===== config.mk =====
export PLATFORM = sky130hd
export DESIGN_NAME = dmi_access_gate
export DESIGN_NICKNAME = d
export VERILOG_FILES = /design/src/rtl/dm_pkg.sv /design/src/rtl/dmi_access_gate.sv
export SDC_FILE = /design/constraint.sdc
export NUM_CORES = 1
export LEC_CHECK = 0
export BUFFER_PORTS_ARGS = -buffer_cell sky130_fd_sc_hd__buf_2
export CAP_MARGIN = 25
export CELL_PAD_IN_SITES_DETAIL_PLACEMENT = 2
export CELL_PAD_IN_SITES_GLOBAL_PLACEMENT = 2
export CORE_MARGIN = 2
export CORE_UTILIZATION = 29
export DETAILED_ROUTE_END_ITERATION = 10
export HOLD_SLACK_MARGIN = 0.12
export PLACE_DENSITY = 0.94
export SKIP_LAST_GASP = 1
export SYNTH_ARGS = -nofsm -noshare
export SYNTH_HDL_FRONTEND = slang
export SYNTH_SLANG_ARGS = --single-unit

===== constraint.sdc =====
create_clock -name clk_i -period 3.18 [get_ports clk_i]
set_input_delay 0.477 -clock clk_i [delete_from_list [all_inputs] [get_ports clk_i]]
set_output_delay 0.477 -clock clk_i [all_outputs]
set_load 0.02 [all_outputs]

===== src/rtl/dm_pkg.sv =====
// ---------------------------------------------------------------------------
// dm_pkg -- shared debug-module types used on the DMI path.
//
// Contents:
//   dtm_op_e                  DMI operation code (NOP / READ / WRITE)
//   dmi_req_t                 41-bit request  {addr[6:0], op[1:0], data[31:0]}
//   dmi_resp_t                34-bit response {data[31:0], resp[1:0]}
//   DTM_SUCCESS/DTM_ERR/...   DMI response codes
//   DmiLockedReadMaskDefault  registers readable while the JTAG port is locked
//                             (dmcontrol 0x10, dmstatus 0x11, hartinfo 0x12)
// ---------------------------------------------------------------------------
package dm;

    typedef enum logic [1:0] {
        DTM_NOP   = 2'h0,
        DTM_READ  = 2'h1,
        DTM_WRITE = 2'h2
    } dtm_op_e;

    typedef struct packed {
        logic [6:0]  addr;
        dtm_op_e     op;
        logic [31:0] data;
    } dmi_req_t;

    typedef struct packed {
        logic [31:0] data;
        logic [1:0]  resp;
    } dmi_resp_t;

    localparam logic [1:0] DTM_SUCCESS = 2'h0;
    localparam logic [1:0] DTM_ERR     = 2'h2;
    localparam logic [1:0] DTM_BUSY    = 2'h3;

    localparam logic [127:0] DmiLockedReadMaskDefault = 128'h0007_0000;

endpackage : dm


===== src/rtl/dmi_access_gate.sv =====
// ---------------------------------------------------------------------------
// dmi_access_gate -- DMI policy stage between the DTM (after its CDC) and the
// debug module.
//
// Every upstream request is qualified against the JTAG unlock status sampled
// at accept time. While locked, only reads of registers flagged in
// LockedReadMask reach the debug module; everything else is answered locally
// with DTM_ERR. One transaction is in flight at a time, and a transaction
// that spends TimeoutCycles in Fwd+WaitResp is answered locally with DTM_ERR
// so a hung debug module cannot wedge the DTM.
//
// Ports:
//   clk_i, rst_i                 clock, synchronous active-high reset
//   unlock_i                     JTAG unlock status (sampled at accept only)
//   req_i/req_valid_i/req_ready_o     upstream request channel
//   resp_o/resp_valid_o/resp_ready_i  upstream response channel
//   dm_req_o/dm_req_valid_o/dm_req_ready_i     request to debug module
//   dm_resp_i/dm_resp_valid_i/dm_resp_ready_o  response from debug module
//   blocked_o                    one-cycle pulse per rejected request
//   timeout_o                    one-cycle pulse per timed-out transaction
//   blocked_cnt_o                saturating count of rejected requests
// ---------------------------------------------------------------------------
module dmi_access_gate
    import dm::*;
#(
    parameter int unsigned    TimeoutCycles  = 1024,  // must be >= 2
    parameter logic [127:0]   LockedReadMask = DmiLockedReadMaskDefault
) (
    input  logic        clk_i,
    input  logic        rst_i,
    input  logic        unlock_i,
    input  dmi_req_t    req_i,
    input  logic        req_valid_i,
    output logic        req_ready_o,
    output dmi_resp_t   resp_o,
    output logic        resp_valid_o,
    input  logic        resp_ready_i,
    output dmi_req_t    dm_req_o,
    output logic        dm_req_valid_o,
    input  logic        dm_req_ready_i,
    input  dmi_resp_t   dm_resp_i,
    input  logic        dm_resp_valid_i,
    output logic        dm_resp_ready_o,
    output logic        blocked_o,
    output logic        timeout_o,
    output logic [7:0]  blocked_cnt_o
);

    localparam int unsigned TmoW = $clog2(TimeoutCycles + 1);
    localparam logic [TmoW-1:0] TmoLast = TmoW'(TimeoutCycles - 1);

    localparam logic [1:0] StIdle     = 2'd0;
    localparam logic [1:0] StFwd      = 2'd1;
    localparam logic [1:0] StWaitResp = 2'd2;
    localparam logic [1:0] StResp     = 2'd3;

    localparam dmi_resp_t ErrResp = '{data: 32'h0, resp: DTM_ERR};

    logic [1:0]      state_q, state_d;
    dmi_req_t        req_q, req_d;
    dmi_resp_t       resp_q, resp_d;
    logic [TmoW-1:0] tmo_cnt_q, tmo_cnt_d;
    logic [7:0]      blocked_cnt_q, blocked_cnt_d;
    logic            blocked_q, blocked_d;
    logic            timeout_q, timeout_d;

    logic allowed;
    logic tmo_expired;

    assign allowed = unlock_i | ((req_i.op == DTM_READ) & LockedReadMask[req_i.addr]);

    // ">=" rather than "==": a Fwd handshake on the last counted cycle carries
    // the counter to TimeoutCycles, and WaitResp must still time out from there.
    assign tmo_expired = (tmo_cnt_q >= TmoLast);

    always_comb begin
        // NOTE: every next-state signal gets a default before the case so no
        // path leaves one unassigned, which would otherwise infer a latch.
        state_d       = state_q;
        req_d         = req_q;
        resp_d        = resp_q;
        tmo_cnt_d     = tmo_cnt_q;
        blocked_cnt_d = blocked_cnt_q;
        blocked_d     = 1'b0;
        timeout_d     = 1'b0;

        case (state_q)
            StIdle: begin
                if (req_valid_i) begin
                    req_d = req_i;
                    if (allowed) begin
                        state_d   = StFwd;
                        tmo_cnt_d = '0;
                    end else begin
                        resp_d    = ErrResp;
                        state_d   = StResp;
                        blocked_d = 1'b1;
                        if (blocked_cnt_q != 8'hFF) blocked_cnt_d = blocked_cnt_q + 8'd1;
                    end
                end
            end
            StFwd: begin
                // Completion beats timeout when both land on the same cycle.
                if (dm_req_ready_i) begin
                    state_d   = StWaitResp;
                    tmo_cnt_d = tmo_cnt_q + TmoW'(1);
                end else if (tmo_expired) begin
                    // Dropping dm_req_valid_o here is the only valid withdrawal.
                    resp_d    = ErrResp;
                    timeout_d = 1'b1;
                    state_d   = StResp;
                end else begin
                    tmo_cnt_d = tmo_cnt_q + TmoW'(1);
                end
            end
            StWaitResp: begin
                if (dm_resp_valid_i) begin
                    resp_d  = dm_resp_i;
                    state_d = StResp;
                end else if (tmo_expired) begin
                    resp_d    = ErrResp;
                    timeout_d = 1'b1;
                    state_d   = StResp;
                end else begin
                    tmo_cnt_d = tmo_cnt_q + TmoW'(1);
                end
            end
            StResp: begin
                if (resp_ready_i) state_d = StIdle;
            end
            default: state_d = StIdle;
        endcase
    end

    // NOTE: state registers use non-blocking assignments so every flop samples
    // the pre-edge values, independent of statement order.
    always_ff @(posedge clk_i) begin
        if (rst_i) begin
            state_q       <= StIdle;
            req_q         <= '0;
            resp_q        <= '0;
            tmo_cnt_q     <= '0;
            blocked_cnt_q <= '0;
            blocked_q     <= 1'b0;
            timeout_q     <= 1'b0;
        end else begin
            state_q       <= state_d;
            req_q         <= req_d;
            resp_q        <= resp_d;
            tmo_cnt_q     <= tmo_cnt_d;
            blocked_cnt_q <= blocked_cnt_d;
            blocked_q     <= blocked_d;
            timeout_q     <= timeout_d;
        end
    end

    assign req_ready_o     = (state_q == StIdle);
    assign dm_req_valid_o  = (state_q == StFwd);
    assign dm_req_o        = req_q;
    // Idle also accepts so late responses after a timeout are drained.
    assign dm_resp_ready_o = (state_q == StIdle) | (state_q == StWaitResp);
    assign resp_valid_o    = (state_q == StResp);
    assign resp_o          = resp_q;
    assign blocked_o       = blocked_q;
    assign timeout_o       = timeout_q;
    assign blocked_cnt_o   = blocked_cnt_q;

endmodule : dmi_access_gate


==> key figures, run 1 <==
Worst setup path
  • Max incr delay on CP: 0.73 ns
  • R2R Setup Slk: 0.77 ns
  • Buf+Inv Stages, Crit Path: 1
  • CP Cell Sequence: inv_1 -> ha_1 -> nor2b_1 -> nor2_1 -> nand3b_1 -> a21oi_4 -> a22o_1
  • Crit Path Max Fanout: 33
  • Worst reg2reg path startpoint: state_q[0]
  • Arrival time worst endpoint: 2.69 ns
  • Worst r2r dst: resp_o[10]
  • Worst endpoint required time: 3.46 ns
  • Delay-heaviest family, CP: compound AO/OA/AOI/OAI gates
  • CP Capture Type: flop
  • Slowest-stage cell, CP: a21oi_4
  • Crit Path Class: reg -> reg
  • Critical path launch point type: flop
  • FF-to-FF path depth: 7

STA
  • Final setup fails: 0
  • Worst-margin pin slew: 0.885 ns
  • Slew HR: 0.408
  • Final cycle utilization of the critical path: 0.758
  • Tmin final: 2.41 ns
  • Final hold violations: 0
  • Worst Slack Setup Final: 0.771 ns
  • RSZ-0062 raised after global routing: no
  • Hold_ws: 0.343 ns
  • Clk_skew: 0.00969 ns
  • Max-slew violations: 0
  • F_max: 415 MHz
  • Setup TNS: 0 ns

Finish
  • Fin nets: 698
  • Multi-input gate area: 0.00185 mm²
  • FF/Latch Area: 0.00196 mm²
  • Most common cell after layout, fill and taps aside: buf_2
  • Layout cells sized above 1: 0.333
  • Final core occ: 0.396
  • Most frequent cells in the layout: buf_2 (170), nand2_1 (98), dfxtp_1 (98)
  • # fillers: 1541
  • P&R area growth vs syn: 31.9%

Global routing
  • Initial antenna violation count: 1
  • Largest net degree at the start of global routing: 43
  • Global Route Usage Sum: 0.196
  • Total gr overflow: 0
  • First-pass GRT wire length: 22500 µm
  • Vias in the first global route: 4316

Yosys
  • Syn avg cell area: 8.90 µm²
  • Yosys reg bits: 98
  • Net count after synthesis: 538
  • Post-synth cell types: 51
  • Register area share after synthesis: 0.490
  • Synth top area cells: dfxtp_1 (49%), nand2_1 (9.2%), a22o_1 (7.2%)
  • Post-synth top area share: 0.490
  • Area leader, netlist: dfxtp_1
  • Cell Area, Synth: 0.00400 mm²
  • Post-Synthesis Cells: 450
  • Syn. warnings: 0

Pwr
  • Lkg Pwr: 0.00238 µW
  • IR drop worst, VDD: 0.234 mV
  • Pwr/cell area: 737 mW/mm²

Placement
  • GPL Wtd Cong: 0.832
  • Worst slack at placement: 0.493 ns
  • DPL Wire Length: 10800 µm
  • PortBufs: 170

Run
  • Max-cap violations: 0

Hold path
  • Worst Hold Depth: 2
  • Hold path startpoint: dm_resp_i[21]
  • Hold worst-path end: resp_o[21]
  • Hold Crit Class: in -> reg

Clocking
  • CTS resizes: 0
  • CTS tree: done
  • Clock Tree Root: clkbuf_16
  • Post-CTS setup buffer count: 0
  • Clk sinks: 98
  • CTS max path bufs: 2
  • Clock slew at reported path FFs: 0.07 ns
  • Clk_lat worst skew: 0.35 ns
  • CTS buffer count: 9
  • H-tree Lvls: 3
  • CTS Hold Bufs: 0

Drt
  • Routed Antenna Nets: 0
  • DR iter-0 viols: 218
  • Avg Vias per Cell: 5.03
  • Final WL: 14600 µm
  • TritonRoute pass-1 iters: 4
  • Routed length per instance: 18.5 µm
  • DRC viols: 0
  • Via count of the routed design: 3981

Floorplanning
  • Row count: 42
  • Core Region: 0.0133 mm²
  • Die area: 0.0148 mm²
  • Ports: 171
  • Die span in y: 122 µm
  • Die extent in x: 122 µm
  • Initial Util: 0.300

Run status
  • Status: completed
-- where the power goes --
part / leakage (µW) / switching (µW) / internal [µW]
clock network: 0.000149 / 485 / 633
registers: 0.000796 / 84.4 / 1360
logic: 0.00144 / 923 / 408
total: 0.00238 / 1490 / 2400
-- per-stage QoR --
stage	total power, µW	cell area (µm²)	std cells
6_report	3890	5280	792
3_5_place_dp	2800	4960	774
3_3_place_gp	2700	4960	774
4_1_cts	3940	5260	790
2_1_floorplan	2350	4000	450
5_1_grt	4120	5280	792
-- cells by family after synthesis --
group,share of synthesized area
flops,0.490
mux,0.0128
simple gates,0.198
compound gates,0.214
fa+ha+maj,0.0187
xor+xnor,0.0175
buf+inv,0.0488
-- worst max path at each step --
stage                           from         end  slack [ns]  depth (start not counted)
after CTS                 state_q[1]  resp_o[10]        0.48                          7
after floorplan           state_q[1]  resp_o[10]        1.32                         10
after global placement     req_i[32]  resp_o[12]        0.66                          6
final                     state_q[0]  resp_o[10]        0.77                          7
after global routing      state_q[1]  resp_o[10]        0.55                          6
after detailed placement   req_i[32]  resp_o[10]        0.49                          6
-- metal layers --
metal / share of wire / up-vias / track usage / wire [µm]
met5: 0 / - / 0 / 0
met1: 0.37 / 1986 / 0.208 / 5460
met4: 0.018 / 0 / 0.0596 / 259
met3: 0.038 / 16 / 0.0385 / 551
met2: 0.57 / 83 / 0.387 / 8350
li1: - / 1896 / - / -
-- final cells by class --
type | instances | area share
clock buffer | 10 | 0.0453
sequential | 98 | 0.372
antenna | 1 | 0.000474
inverter | 7 | 0.00498
timing repair buffer | 178 | 0.174
multi-input combinational | 316 | 0.350
clock inverter | 6 | 0.0123
tap | 176 | 0.0417
-- synth_stat cells, drive strengths merged --
cell / n
a31oi: 1
or3: 1
ha: 6
a21o: 3
mux2i: 4
a311oi: 1
nor2: 22
and2: 5
a21oi: 56
and4b: 1
a41oi: 2
o21bai: 1
and4: 1
clkbuf: 18
a41o: 3
a22oi: 1
nand2: 98
o21ai: 9
dfxtp: 98
xnor2: 8
nor4b: 1
a22o: 33
o31ai: 2
a211oi: 2
a32o: 2
nand3: 9
nor3: 8
mux2: 1
and3: 6
a21boi: 2
nand2b: 3
o211ai: 1
nand4: 5
nor4: 3
o22ai: 6
inv: 7
nor2b: 5
nand3b: 2
buf: 11
or2: 2
-- registers in the layout, indices dropped and copies added (netlist names) --
register / cells
state_q: 2
resp_o: 34
dm_req_o: 41
blocked_cnt_o: 8
timeout_o: 1
blocked_o: 1
tmo_cnt_q: 11
(Power assumes the default switching activity.)
==> inputs of run 2 (changes only) <==
- CORE_UTILIZATION: 29 -> 27
- PLACE_DENSITY: 0.94 -> 0.89
- clock period: 3.18 -> 2.4 ns (I/O delays scaled with it)
==> key figures, run 2 (synthesized netlist as in run 1, its figures left out) <==
Run status
  • Status: completed

Floorplanning
  • Ports: 171 (unchanged)
  • Core Region: 0.0145 mm² (+8.9%)
  • Die area: 0.0158 mm² (+7.2%)
  • Initial Util: 0.275 (-0.0245)
  • Row count: 44 (+4.8%)
  • Die span in y: 126 µm (+3.5%)
  • Die extent in x: 126 µm (+3.5%)

Run
  • Max-cap violations: 0 (unchanged)

Finish
  • Most common cell after layout, fill and taps aside: buf_2
  • Multi-input gate area: 0.00185 mm² (unchanged)
  • P&R area growth vs syn: 32.4%
  • Finished Cell Area: 0.00530 mm² (+0.40%)
  • Most frequent cells in the layout: buf_2 (170), nand2_1 (98), dfxtp_1 (98)
  • Cell Count, Final, Fillers Out: 799 (+0.88%)
  • Fin nets: 697 (-0.14%)
  • FF/Latch Area: 0.00196 mm² (unchanged)
  • Max reg flops: 41 (unchanged)
  • Layout cells sized above 1: 0.331 (-0.00271)
  • # fillers: 1688 (+9.5%)

Pwr
  • Int Pwr: 3220 µW (+34%)
  • Clock power share: 0.291 (+0.004)
  • Pwr/cell area: 980 mW/mm² (+33%)
  • Sequential power share: 0.367 (-0.003)
  • Net Sw Power: 1970 µW (+32%)
  • Total power: 5190 µW (+34%)
  • Logic pwr share: 0.342 (about the same)
  • Switching Fraction: 0.380 (-0.00366)
  • IR drop worst, VDD: 0.350 mV (+50%)
  • Lkg Pwr: 0.00239 µW (+0.30%)

Worst setup path
  • Max incr delay on CP: 0.40 ns (-0.33 ns)
  • CP Capture Type: flop
  • Critical path launch point type: flop
  • Worst reg2reg path startpoint: state_q[0]
  • Crit Path Class: reg -> reg
  • Buf+Inv Stages, Crit Path: 1 (unchanged)
  • Worst endpoint required time: 2.65 ns (-0.81 ns)
  • Crit. path cell count: 7 (unchanged)
  • CP Cell Sequence: inv_1 -> ha_1 -> nand2b_1 -> and3_1 -> and2_1 -> a41oi_1 -> a211oi_1
  • Crit path to: tmo_cnt_q[10]
  • FF-to-FF path depth: 7 (unchanged)
  • Arrival time worst endpoint: 2.44 ns (-0.25 ns)
  • Delay-heaviest family, CP: simple AND/OR/NAND/NOR gates
  • Crit Path Max Fanout: 9 (-73%)
  • Slowest-stage cell, CP: dfxtp_1
  • Worst r2r dst: tmo_cnt_q[10]
  • Crit path from: state_q[0]
  • R2R Setup Slk: 0.21 ns (-0.56 ns)

Placement
  • PortBufs: 170 (unchanged)
  • DP Cell Count: 782 (+1.0%)
  • GPL Wtd Cong: 0.844 (+1.4%)
  • DPL Wire Length: 10700 µm (-0.94%)
  • Placed Area: 0.00499 mm² (+0.71%)

Clocking
  • CTS resizes: 0 (unchanged)
  • Clk_lat worst skew: 0.34 ns (about the same)
  • CTS Hold Bufs: 0 (unchanged)
  • Clock Tree Root: clkbuf_16
  • H-tree Lvls: 3 (unchanged)
  • CTS max path bufs: 2 (unchanged)
  • Clk sinks: 98 (unchanged)
  • CTS tree: done
  • CTS buffer count: 9 (unchanged)
  • Clock slew at reported path FFs: 0.07 ns (about the same)
  • Post-CTS setup buffer count: 0 (unchanged)

STA
  • Final setup fails: 0 (unchanged)
  • Clk_skew: 0.00663 ns (-0.00306 ns)
  • Final cycle utilization of the critical path: 0.913 (+0.156)
  • Slew HR: 0.591 (+0.182)
  • Setup TNS: 0 ns (unchanged)
  • Tmin final: 2.19 ns (-0.218 ns)
  • F_max: 456 MHz (+9.9%)
  • Worst-margin pin slew: 0.614 ns (-0.271 ns)
  • Hold_ws: 0.220 ns (-0.123 ns)
  • RSZ-0062 raised after global routing: no
  • Final hold violations: 0 (unchanged)
  • Max-slew violations: 0 (unchanged)

Drt
  • TritonRoute pass-1 iters: 4 (unchanged)
  • Via count of the routed design: 3957 (-0.60%)
  • Avg Vias per Cell: 4.95 (-1.5%)
  • Final WL: 14400 µm (-1.8%)
  • Routed length per instance: 18.0 µm (-2.6%)
  • DRC viols: 0 (unchanged)
  • DR iter-0 viols: 160 (-27%)
  • Routed Antenna Nets: 0 (unchanged)

Global routing
  • Met2 Use GR: 0.335 (-0.0518)
  • Initial antenna violation count: 1 (unchanged)
  • Largest net degree at the start of global routing: 44 (+2.3%)
  • GR peak layer: met2
  • GRT met3 Usage: 0.0344 (-0.00412)
  • First-pass GRT wire length: 23000 µm (+2.2%)
  • Met1 track demand over resource: 0.206 (-0.00242)
  • Global Route Usage Sum: 0.181 (-0.0153)
  • Total gr overflow: 0 (unchanged)
  • Vias in the first global route: 4348 (+0.74%)

Hold path
  • Hold path startpoint: dm_resp_i[5]
  • Hold Crit Class: in -> reg
run 2: per-stage QoR:
step | worst slack [ns] | util
floorplan | 0.536 | -
global placement | 0.343 | 0.344
detailed placement | 0.221 | 0.344
CTS | 0.199 | 0.365
global route | 0.0435 | 0.365
finish | 0.209 | 0.365
run 2: layout make-up:
type / count / share of cell area
Inverter: 7 / 0.00496
Antenna cell: 1 / 0.000472
Clock inverter: 4 / 0.00920
Tap cell: 184 / 0.0434
Clock buffer: 12 / 0.0484
Multi-Input combinational cell: 316 / 0.348
Timing Repair Buffer: 177 / 0.175
Sequential cell: 98 / 0.370
run 2: power by group through the flow:
stage | logic (µW) | registers (µW) | clock network [µW]
after CTS | 1800 | 1910 | 1560
final | 1780 | 1900 | 1510
after global routing | 1970 | 1930 | 1630
after floorplan | 1000 | 2110 | 0
after detailed placement | 1790 | 1940 | 0
after global placement | 1680 | 1920 | 0
run 2: worst min path at each step:
stage / slack (ns) / cells after the start / endpoint
2_1_floorplan: 0.47 / 1 / tmo_cnt_q[6]
3_3_place_gp: 0.44 / 2 / dm_req_o[3]
3_5_place_dp: 0.45 / 2 / dm_req_o[30]
4_1_cts: 0.21 / 2 / resp_o[5]
5_1_grt: 0.21 / 2 / resp_o[16]
6_report: 0.22 / 2 / resp_o[5]
run 2: layer usage:
layer / up-vias / wire, µm
met3: 20 / 530
li1: 1894 / -
met5: - / 0
met4: 0 / 302
met2: 87 / 7740
met1: 1956 / 5780
